<file path="src/rtl/keypad_pkg.sv">
// Shared types and helpers for the 4x4 keypad scan controller.
package keypad_pkg;

  typedef enum logic [1:0] {
    SCAN     = 2'd0,
    DEBOUNCE = 2'd1,
    ACCEPT   = 2'd2,
    HELD     = 2'd3
  } kp_state_e;

  typedef enum logic [1:0] {
    PAT_NONE  = 2'd0,
    PAT_ONE   = 2'd1,
    PAT_MULTI = 2'd2
  } pat_cls_e;

  localparam logic [3:0] ROW_INIT = 4'b1110;

  // Index of the low bit in a one-hot-low vector; lowest zero wins if malformed.
  function automatic logic [1:0] onehot_lo_idx(input logic [3:0] v);
    logic [1:0] idx;
    idx = 2'd0;
    for (int i = 3; i >= 0; i--) begin
      if (!v[i]) idx = 2'(i);
    end
    return idx;
  endfunction

  function automatic pat_cls_e pat_class(input logic [3:0] p);
    logic [2:0] n;
    pat_cls_e   cls;
    n = 3'd0;
    for (int i = 0; i < 4; i++) n = n + {2'b00, p[i]};
    if (n == 3'd0)      cls = PAT_NONE;
    else if (n == 3'd1) cls = PAT_ONE;
    else                cls = PAT_MULTI;
    return cls;
  endfunction

endpackage

</file>
<file path="src/rtl/keypad_scan_ctrl_scan_timer.sv">
// Free-running modulo-SCAN_DIV slot counter; strobes in the last cycle of each row slot.
module scan_timer #(
  parameter int SCAN_DIV = 4
) (
  input  logic clk_i,
  input  logic rst_i,
  output logic sample_o
);

  localparam int CW = (SCAN_DIV > 1) ? $clog2(SCAN_DIV) : 1;

  logic [CW-1:0] cnt_q, cnt_d;

  assign sample_o = (cnt_q == CW'(SCAN_DIV - 1));

  always_comb begin
    cnt_d = sample_o ? '0 : cnt_q + CW'(1);
  end

  always_ff @(posedge clk_i) begin
    if (rst_i) cnt_q <= '0;
    else       cnt_q <= cnt_d;
  end

endmodule

</file>
<file path="src/rtl/keypad_scan_ctrl.sv">
// Row-sweep keypad scanner with debounce, single-key encode and release hold-off.
module keypad_scan_ctrl
  import keypad_pkg::*;
#(
  parameter int SCAN_DIV     = 4,
  parameter int DEBOUNCE_CNT = 3
) (
  input  logic       clk,
  input  logic       rst,
  input  logic [3:0] column_in,
  output logic [3:0] row_sweep,
  output logic [3:0] key_code,
  output logic       key_valid,
  output logic       key_held,
  output logic       multi_key
);

  localparam int              DW      = $clog2(DEBOUNCE_CNT + 1);
  localparam logic [DW-1:0]   DEB_MAX = DW'(DEBOUNCE_CNT);

  kp_state_e     state_q, state_d;
  logic [3:0]    row_q, row_d;
  logic [1:0]    cand_q, cand_d;
  logic [DW-1:0] deb_q, deb_d;
  logic [3:0]    code_q, code_d;
  logic          held_q, held_d;
  logic          multi_q, multi_d;

  logic          sample;
  pat_cls_e      cls;
  logic [1:0]    col_idx;
  logic [1:0]    row_idx;
  logic [3:0]    row_rot;
  logic [DW-1:0] deb_inc;

  scan_timer #(.SCAN_DIV(SCAN_DIV)) u_timer (
    .clk_i    (clk),
    .rst_i    (rst),
    .sample_o (sample)
  );

  assign cls     = pat_class(~column_in);
  assign col_idx = onehot_lo_idx(column_in);
  assign row_idx = onehot_lo_idx(row_q);
  assign row_rot = {row_q[2:0], row_q[3]};
  assign deb_inc = deb_q + DW'(1);

  // key_code and key_held are loaded on entry to ACCEPT so they are already
  // valid during the key_valid strobe cycle.
  always_comb begin
    state_d   = state_q;
    row_d     = row_q;
    cand_d    = cand_q;
    deb_d     = deb_q;
    code_d    = code_q;
    held_d    = held_q;
    multi_d   = sample ? (cls == PAT_MULTI) : multi_q;
    key_valid = (state_q == ACCEPT);

    case (state_q)
      SCAN: begin
        if (sample) begin
          if (cls == PAT_ONE) begin
            cand_d = col_idx;
            deb_d  = DW'(1);
            if (DEBOUNCE_CNT == 1) begin
              state_d = ACCEPT;
              code_d  = {row_idx, col_idx};
              held_d  = 1'b1;
            end else begin
              state_d = DEBOUNCE;
            end
          end else begin
            row_d = row_rot;
          end
        end
      end

      DEBOUNCE: begin
        if (sample) begin
          if (cls == PAT_ONE && col_idx == cand_q) begin
            deb_d = deb_inc;
            if (deb_inc == DEB_MAX) begin
              state_d = ACCEPT;
              code_d  = {row_idx, cand_q};
              held_d  = 1'b1;
            end
          end else begin
            deb_d   = '0;
            row_d   = row_rot;
            state_d = SCAN;
          end
        end
      end

      ACCEPT: begin
        deb_d   = '0;
        held_d  = 1'b1;
        state_d = HELD;
      end

      HELD: begin
        if (sample) begin
          if (cls == PAT_NONE) begin
            deb_d = deb_inc;
            if (deb_inc == DEB_MAX) begin
              deb_d   = '0;
              held_d  = 1'b0;
              row_d   = row_rot;
              state_d = SCAN;
            end
          end else begin
            deb_d = '0;
          end
        end
      end

      default: state_d = SCAN;
    endcase
  end

  always_ff @(posedge clk) begin
    if (rst) begin
      state_q <= SCAN;
      row_q   <= ROW_INIT;
      cand_q  <= 2'd0;
      deb_q   <= '0;
      code_q  <= 4'd0;
      held_q  <= 1'b0;
      multi_q <= 1'b0;
    end else begin
      state_q <= state_d;
      row_q   <= row_d;
      cand_q  <= cand_d;
      deb_q   <= deb_d;
      code_q  <= code_d;
      held_q  <= held_d;
      multi_q <= multi_d;
    end
  end

  assign row_sweep = row_q;
  assign key_code  = code_q;
  assign key_held  = held_q;
  assign multi_key = multi_q;

endmodule

</file>
<file path="config.mk">
export PLATFORM = sky130hd
export DESIGN_NAME = keypad_scan_ctrl
export DESIGN_NICKNAME = d
export VERILOG_FILES = /design/src/rtl/keypad_pkg.sv /design/src/rtl/keypad_scan_ctrl_scan_timer.sv /design/src/rtl/keypad_scan_ctrl.sv
export SDC_FILE = /design/constraint.sdc
export NUM_CORES = 1
export LEC_CHECK = 0
export ABC_AREA = 1
export ABC_CLOCK_PERIOD_IN_PS = 6100
export CAP_MARGIN = 15
export CORE_MARGIN = 5
export CORE_UTILIZATION = 53
export CTS_BUF_LIST = sky130_fd_sc_hd__clkbuf_4 sky130_fd_sc_hd__clkbuf_8
export CTS_CLUSTER_SIZE = 12
export DETAILED_ROUTE_END_ITERATION = 8
export HOLD_SLACK_MARGIN = 0.08
export PLACE_DENSITY = 0.78
export SLEW_MARGIN = 15
export SYNTH_ARGS = -nofsm -noshare
export SYNTH_HDL_FRONTEND = slang
export SYNTH_SLANG_ARGS = --single-unit
</file>
<file path="constraint.sdc">
create_clock -name clk -period 6.1 [get_ports clk]
set_input_delay 0.915 -clock clk [delete_from_list [all_inputs] [get_ports clk]]
set_output_delay 0.915 -clock clk [all_outputs]
set_load 0.005 [all_outputs]
</file>
* Word-level counts from Yosys, hierarchy flattened *
Index checks and enable logic that the tools add are counted.

word-level totals
  flip-flop bits (word level) = 18
  bits in latches = 0
  memory bits (writable) = 0
  ROM bits = 0
  bits of input ports = 6
  output and inout port bits = 11
  logic and storage cells = 87
  memories = 0

operators by class
  add/subtract/negate cells = 5
  multiply operators = 0
  divide/modulo/power cells = 0
  order comparisons = 0
  equality and inequality tests = 20
  shifts and indexed selects = 0
  mux-type cells = 40
  bitwise logic cells = 1
  reduce and logical (&&, ||, !) cells = 13

operator list
  cell                                                 count
  2-to-1 mux 2 bit                                     23
  2-to-1 mux 4 bit                                     7
  inequality test 2 bit, second input constant         10
  case mux 2 bit (4 select lines)                      2
  AND reduction 7 bit                                  2
  case mux 4 bit (3 select lines)                      1
  equality test 2 bit, second input constant           5
  AND reduction 4 bit                                  2
  AND reduction 8 bit                                  1
  2-to-1 mux 1 bit                                     6
  nonzero test 3 bit                                   2
  adder 2 x 1 -> 2 bit, second input constant          2
  equality test 2 x 1 -> 1 bit, second input constant  2
  zero test 2 bit                                      2
  inverter 4 bit                                       1
  adder 2 x 1 -> 3 bit                                 1
  adder 3 x 1 -> 3 bit                                 1
  equality test 3 x 1 -> 1 bit, second input constant  1
  zero test 3 bit                                      1
  inequality test 3 bit, second input constant         1
  case mux 1 bit (3 select lines)                      1
  AND reduction 3 bit                                  1
  adder 1 x 1 -> 2 bit                                 1
  equality test 2 bit                                  1
  other kinds (2)                                      2

* Depth between registers and ports, before layout *
  word-level depth = 12
  depth in mapped cells = 13

* By module *
Synthesis repeated with hierarchy kept, for this count alone.

unflattened totals
  cells, all modules = 158
  area, all modules = 1157.4 µm²

modules (own cells, without submodules)
  module            times used  cells each  area each (µm²)  sequential area each (µm²)
  keypad_scan_ctrl  1           149         1082.3           320.3
  scan_timer        1           9           75.1             40.0

* Worst setup path before layout *
No wires, ideal clock.

  kind = input port to flip-flop
  start point = in column_in[0]
  end point = reg row_q[0] (netlist: row_sweep[0])
  setup time = 113 ps
  data arrival time = 2807 ps
  required time = 5987 ps
  slack = 3179 ps
  stages on the path = 12
  buffers on the path = 0
  path through = fa_1 > inv_1 > ha_1 > ha_1 > nor3_4 > nand3_2 > nor2_8 > nand2_2 > nand2_4 > inv_2 > nor2_1 > nor2_1

on the way
  cells in the longest elaborated chain, start to end = 11
  elaborated cells between the ends (all ways) = 17

ends and longest elaborated chain
  item                               line                                            text
  start: declaration                 keypad_scan_ctrl.sv:10                          input logic [3:0] column_in,
  inverter 4 bit                     keypad_scan_ctrl.sv:42                          assign cls = pat_class(~column_in);
  adder 1 x 1 -> 2 bit               keypad_pkg.sv:33                                for (int i = 0; i < 4; i++) n = n + {2'b00, p[i]};
  adder 2 x 1 -> 3 bit               keypad_pkg.sv:33
  adder 3 x 1 -> 3 bit               keypad_pkg.sv:33
  equality test 3 x 1 -> 1 bit       keypad_pkg.sv:35                                else if (n == 3'd1) cls = PAT_ONE;
  2-to-1 mux 2 bit                   keypad_pkg.sv:35
  2-to-1 mux 2 bit                   keypad_pkg.sv:34                                if (n == 3'd0) cls = PAT_NONE;
  equality test 2 x 1 -> 1 bit       keypad_scan_ctrl.sv:63, keypad_scan_ctrl.sv:81
  logical AND 1 bit                  keypad_scan_ctrl.sv:81                          if (cls == PAT_ONE && col_idx == cand_q) begin
  inequality test 2 bit (no line)    -
  AND reduction 8 bit (no line) (*)  -
  end signal: assignment             keypad_scan_ctrl.sv:133                         row_q <= row_d;
  end: declaration                   keypad_scan_ctrl.sv:22                          logic [3:0] row_q, row_d;

Mark *: on every way between the ends. The rest lies on a longest branch, timed or not.
A chain may end at the register's enable or synchronous reset.

* Worst setup path in the final report *
  start point = in column_in[0]
  end point = reg row_q[2] (netlist: row_sweep[2])

Same word-level chain as after synthesis.

==> results.json <==
{
  "status": "complete, no violations",
  "drv_cap": 0,
  "netlist_area_um2": 1150,
  "drtAntennaViolNets": 0,
  "n_antenna_cell": 0,
  "die_w_um": 56.58,
  "cp_top_family": "adder cells",
  "critPathBufInv": 3,
  "ys_warn_count": 0,
  "critical_path.max_fanout": 6,
  "gr-total-overflow": 0,
  "cts.sinks": 18,
  "fmax_mhz": 307.8,
  "setup_violations": 0,
  "leakage_nw": 0.6363,
  "fin_skew_ns": 0.003310,
  "setup.worst_path.start_class": "input port",
  "synth-seq-cells": 18,
  "hold_end": "u_timer.cnt_q[0]",
  "powerDensity_nw_per_um2": 286.6,
  "core.rowCount": 16,
  "grtUsageTotal_pct": 15.26,
  "cp.arrival_ns": 3.43,
  "hpwl_um": 1790,
  "period_needed_ns": 3.249,
  "place_area_um2": 1336,
  "portBuffers": 16,
  "cts_tree": "yes",
  "yosysUniqueCellTypes": 26,
  "synth_top_area_cell": "dfxtp_1",
  "fin_crit_sh_pct": 53.26,
  "worstSetupStartpoint": "column_in[0]",
  "post_drt_wl_per_cell_um": 10.59,
  "synth_seq_area_share_pct": 31.34,
  "holdPathStages": 1,
  "vias_per_cell": 4.922,
  "critPathKind": "input port to flip-flop",
  "postCtsSetupRepairBufs": 0,
  "nets": 198,
  "insertion_delay_ns": 0.30,
  "slowest_stage": "fa_1",
  "start_util_pct": 56.87,
  "htree_levels": 1,
  "vias": 1014,
  "drt_iter0_drc": 22,
  "fin_area_um2": 1373,
  "num_io_pins": 17,
  "coreArea_um2": 2022,
  "tightestPinTransition_ns": 0.4219,
  "drc": 0,
  "antenna_found_initial": 0,
  "area_delta_synth_final_pct": 19.37,
  "cp.required_ns": 6.28,
  "hold_path.class": "flip-flop to flip-flop",
  "report.final.slew_viol_count": 0,
  "crit_chain": "clkdlybuf4s50_1, fa_1, inv_1, ha_1, ha_1, nor3_4, nand3_2, nor2_8, nand2_2, nand2_4, inv_2, nand2_1, nand3_1",
  "ctsResizeCount": 0,
  "cts-root-buf": "clkbuf_4",
  "layout.cells.non_filler": 206,
  "yosys-top-cells-area": "dfxtp_1 31%, ha_1 12%, nand2_1 11%",
  "rsz0062_at_grt": "false",
  "irDropWorstVdd_uv": 234.8,
  "dp_cells": 202,
  "max_slew_margin_pct": 71.84,
  "clk_path_buf_depth": 2,
  "grt_pass1_wl_um": 3905,
  "dr.pass1.iters": 5,
  "grt_pass1_vias": 937,
  "die_h_um": 56.58,
  "syn_inst": 161,
  "critPathCaptureType": "flip-flop",
  "gp_congestion": 0.8757,
  "hold_viol_final": 0,
  "critPathMostFrequentCell": "ha_1",
  "cpPeakStageDelay_ns": 0.55,
  "tns_ns": 0,
  "syn_avg_cell_area_um2": 7.142,
  "holdWs_ns": 0.4303,
  "ctsHoldBuffers": 0,
  "grt_max_degree": 15,
  "drive_above_1_share_pct": 11.17,
  "synth_top_cell_area_share_pct": 31.34,
  "die_area_um2": 3201,
  "worst-path-stages": 13,
  "worstHoldStart": "u_timer.cnt_q[0]",
  "r2r_cells": 11,
  "r2r_slack_ns": 4.38,
  "numCtsBuffers": 3,
  "syn_nets": 179,
  "clk_pin_slew_ns": 0.10,
  "wl_um": 2182
}
## metal layers
metal,wire (µm),track usage [%],part of all wire [%]
met1,962,17.54,44
met2,1035,26.40,47
met3,145,4.817,6.6
met4,38,5.085,1.7
met5,0,0,0
## report_power, final
part	total [mW]	internal, mW	switching (mW)
clock network	0.0746	0.0365	0.0381
registers	0.156	0.137	0.0194
logic	0.163	0.0717	0.0908
total	0.393	0.245	0.148
## flip-flops by register name (all words and copies together) (netlist names), named ones only
name,count
u_timer.cnt_q,2
multi_key,1
deb_q,2
state_q,1
key_code,4
row_sweep,4
key_held,1
cand_q,2
## cells by family (layout without fill, tap and decap cells)
logic type                 Yosys count  count (layout)  synth area share (%)
DFF                                 18              18                 31.34
and+or+nand+nor                     75              75                 33.19
adders and majority gates           12              12                 13.71
AOI/OAI and AO/OA                   24              24                 11.32
buffers and inverters               32              50                 10.45
## cell usage in the layout (no fill, tap or decap), types with 2 or more instances in the layout
cell and instances:
a21oi_1 8, clkbuf_4 3, clkdlybuf4s50_1 16, dfxtp_1 18
ha_1 11, inv_1 25, inv_2 4, nand2_1 34
nand2_4 2, nand3_1 11, nand3_2 2, nor2_1 18
nor2_2 2, o21ai_0 5, o21ai_1 7
## stage by stage
step                worst slack [ns]  power, mW  utilization, %
finish                         2.851     0.3934           67.88
detailed placement             2.495     0.3222           66.09
CTS                            2.828     0.3976           67.88
global route                   2.665     0.4299           67.88
global placement               2.542     0.3180           66.09
floorplan                      3.179     0.2694               -
## cell usage after synthesis (all sizes together)
| library cell | number |
|---|---|
| o211ai | 1 |
| nor3 | 1 |
| or2 | 1 |
| clkbuf | 2 |
| o21ai | 13 |
| clkinv | 1 |
| a211oi | 1 |
| nor2 | 21 |
| ha | 11 |
| inv | 29 |
| dfxtp | 18 |
| nand2 | 37 |
| nand3 | 13 |
| a31oi | 1 |
| fa | 1 |
| a21oi | 8 |
| nand4 | 2 |
## final cells by class
cell class                 instances  area (µm²)
clock buffer                       4       36.28
fill                             183       649.4
inverter                          30       112.6
multi-input combinational        111       669.4
sequential                        18       360.3
tap                               27       33.78
timing repair buffer              16       160.2
## worst register-to-register path: stages (launching register included)
cell,delay [ns]
dfxtp_1,0.36
inv_1,0.09
ha_1,0.32
nor2_2,0.16
nor2_1,0.07
o21ai_2,0.18
nand2_1,0.10
inv_2,0.08
nand3_1,0.08
nand2_1,0.07
clkinv_1,0.05
nor2_1,0.10
## how the worst max path moves through the flow
stage | to | slack [ns]
final | row_sweep[2] | 2.85
after detailed placement | key_code[0] | 2.50
after global placement | row_sweep[2] | 2.54
after global routing | row_sweep[0] | 2.66
after CTS | row_sweep[2] | 2.83
after floorplan | row_sweep[0] | 3.18
Note: power is estimated with default switching activity, not from simulation.
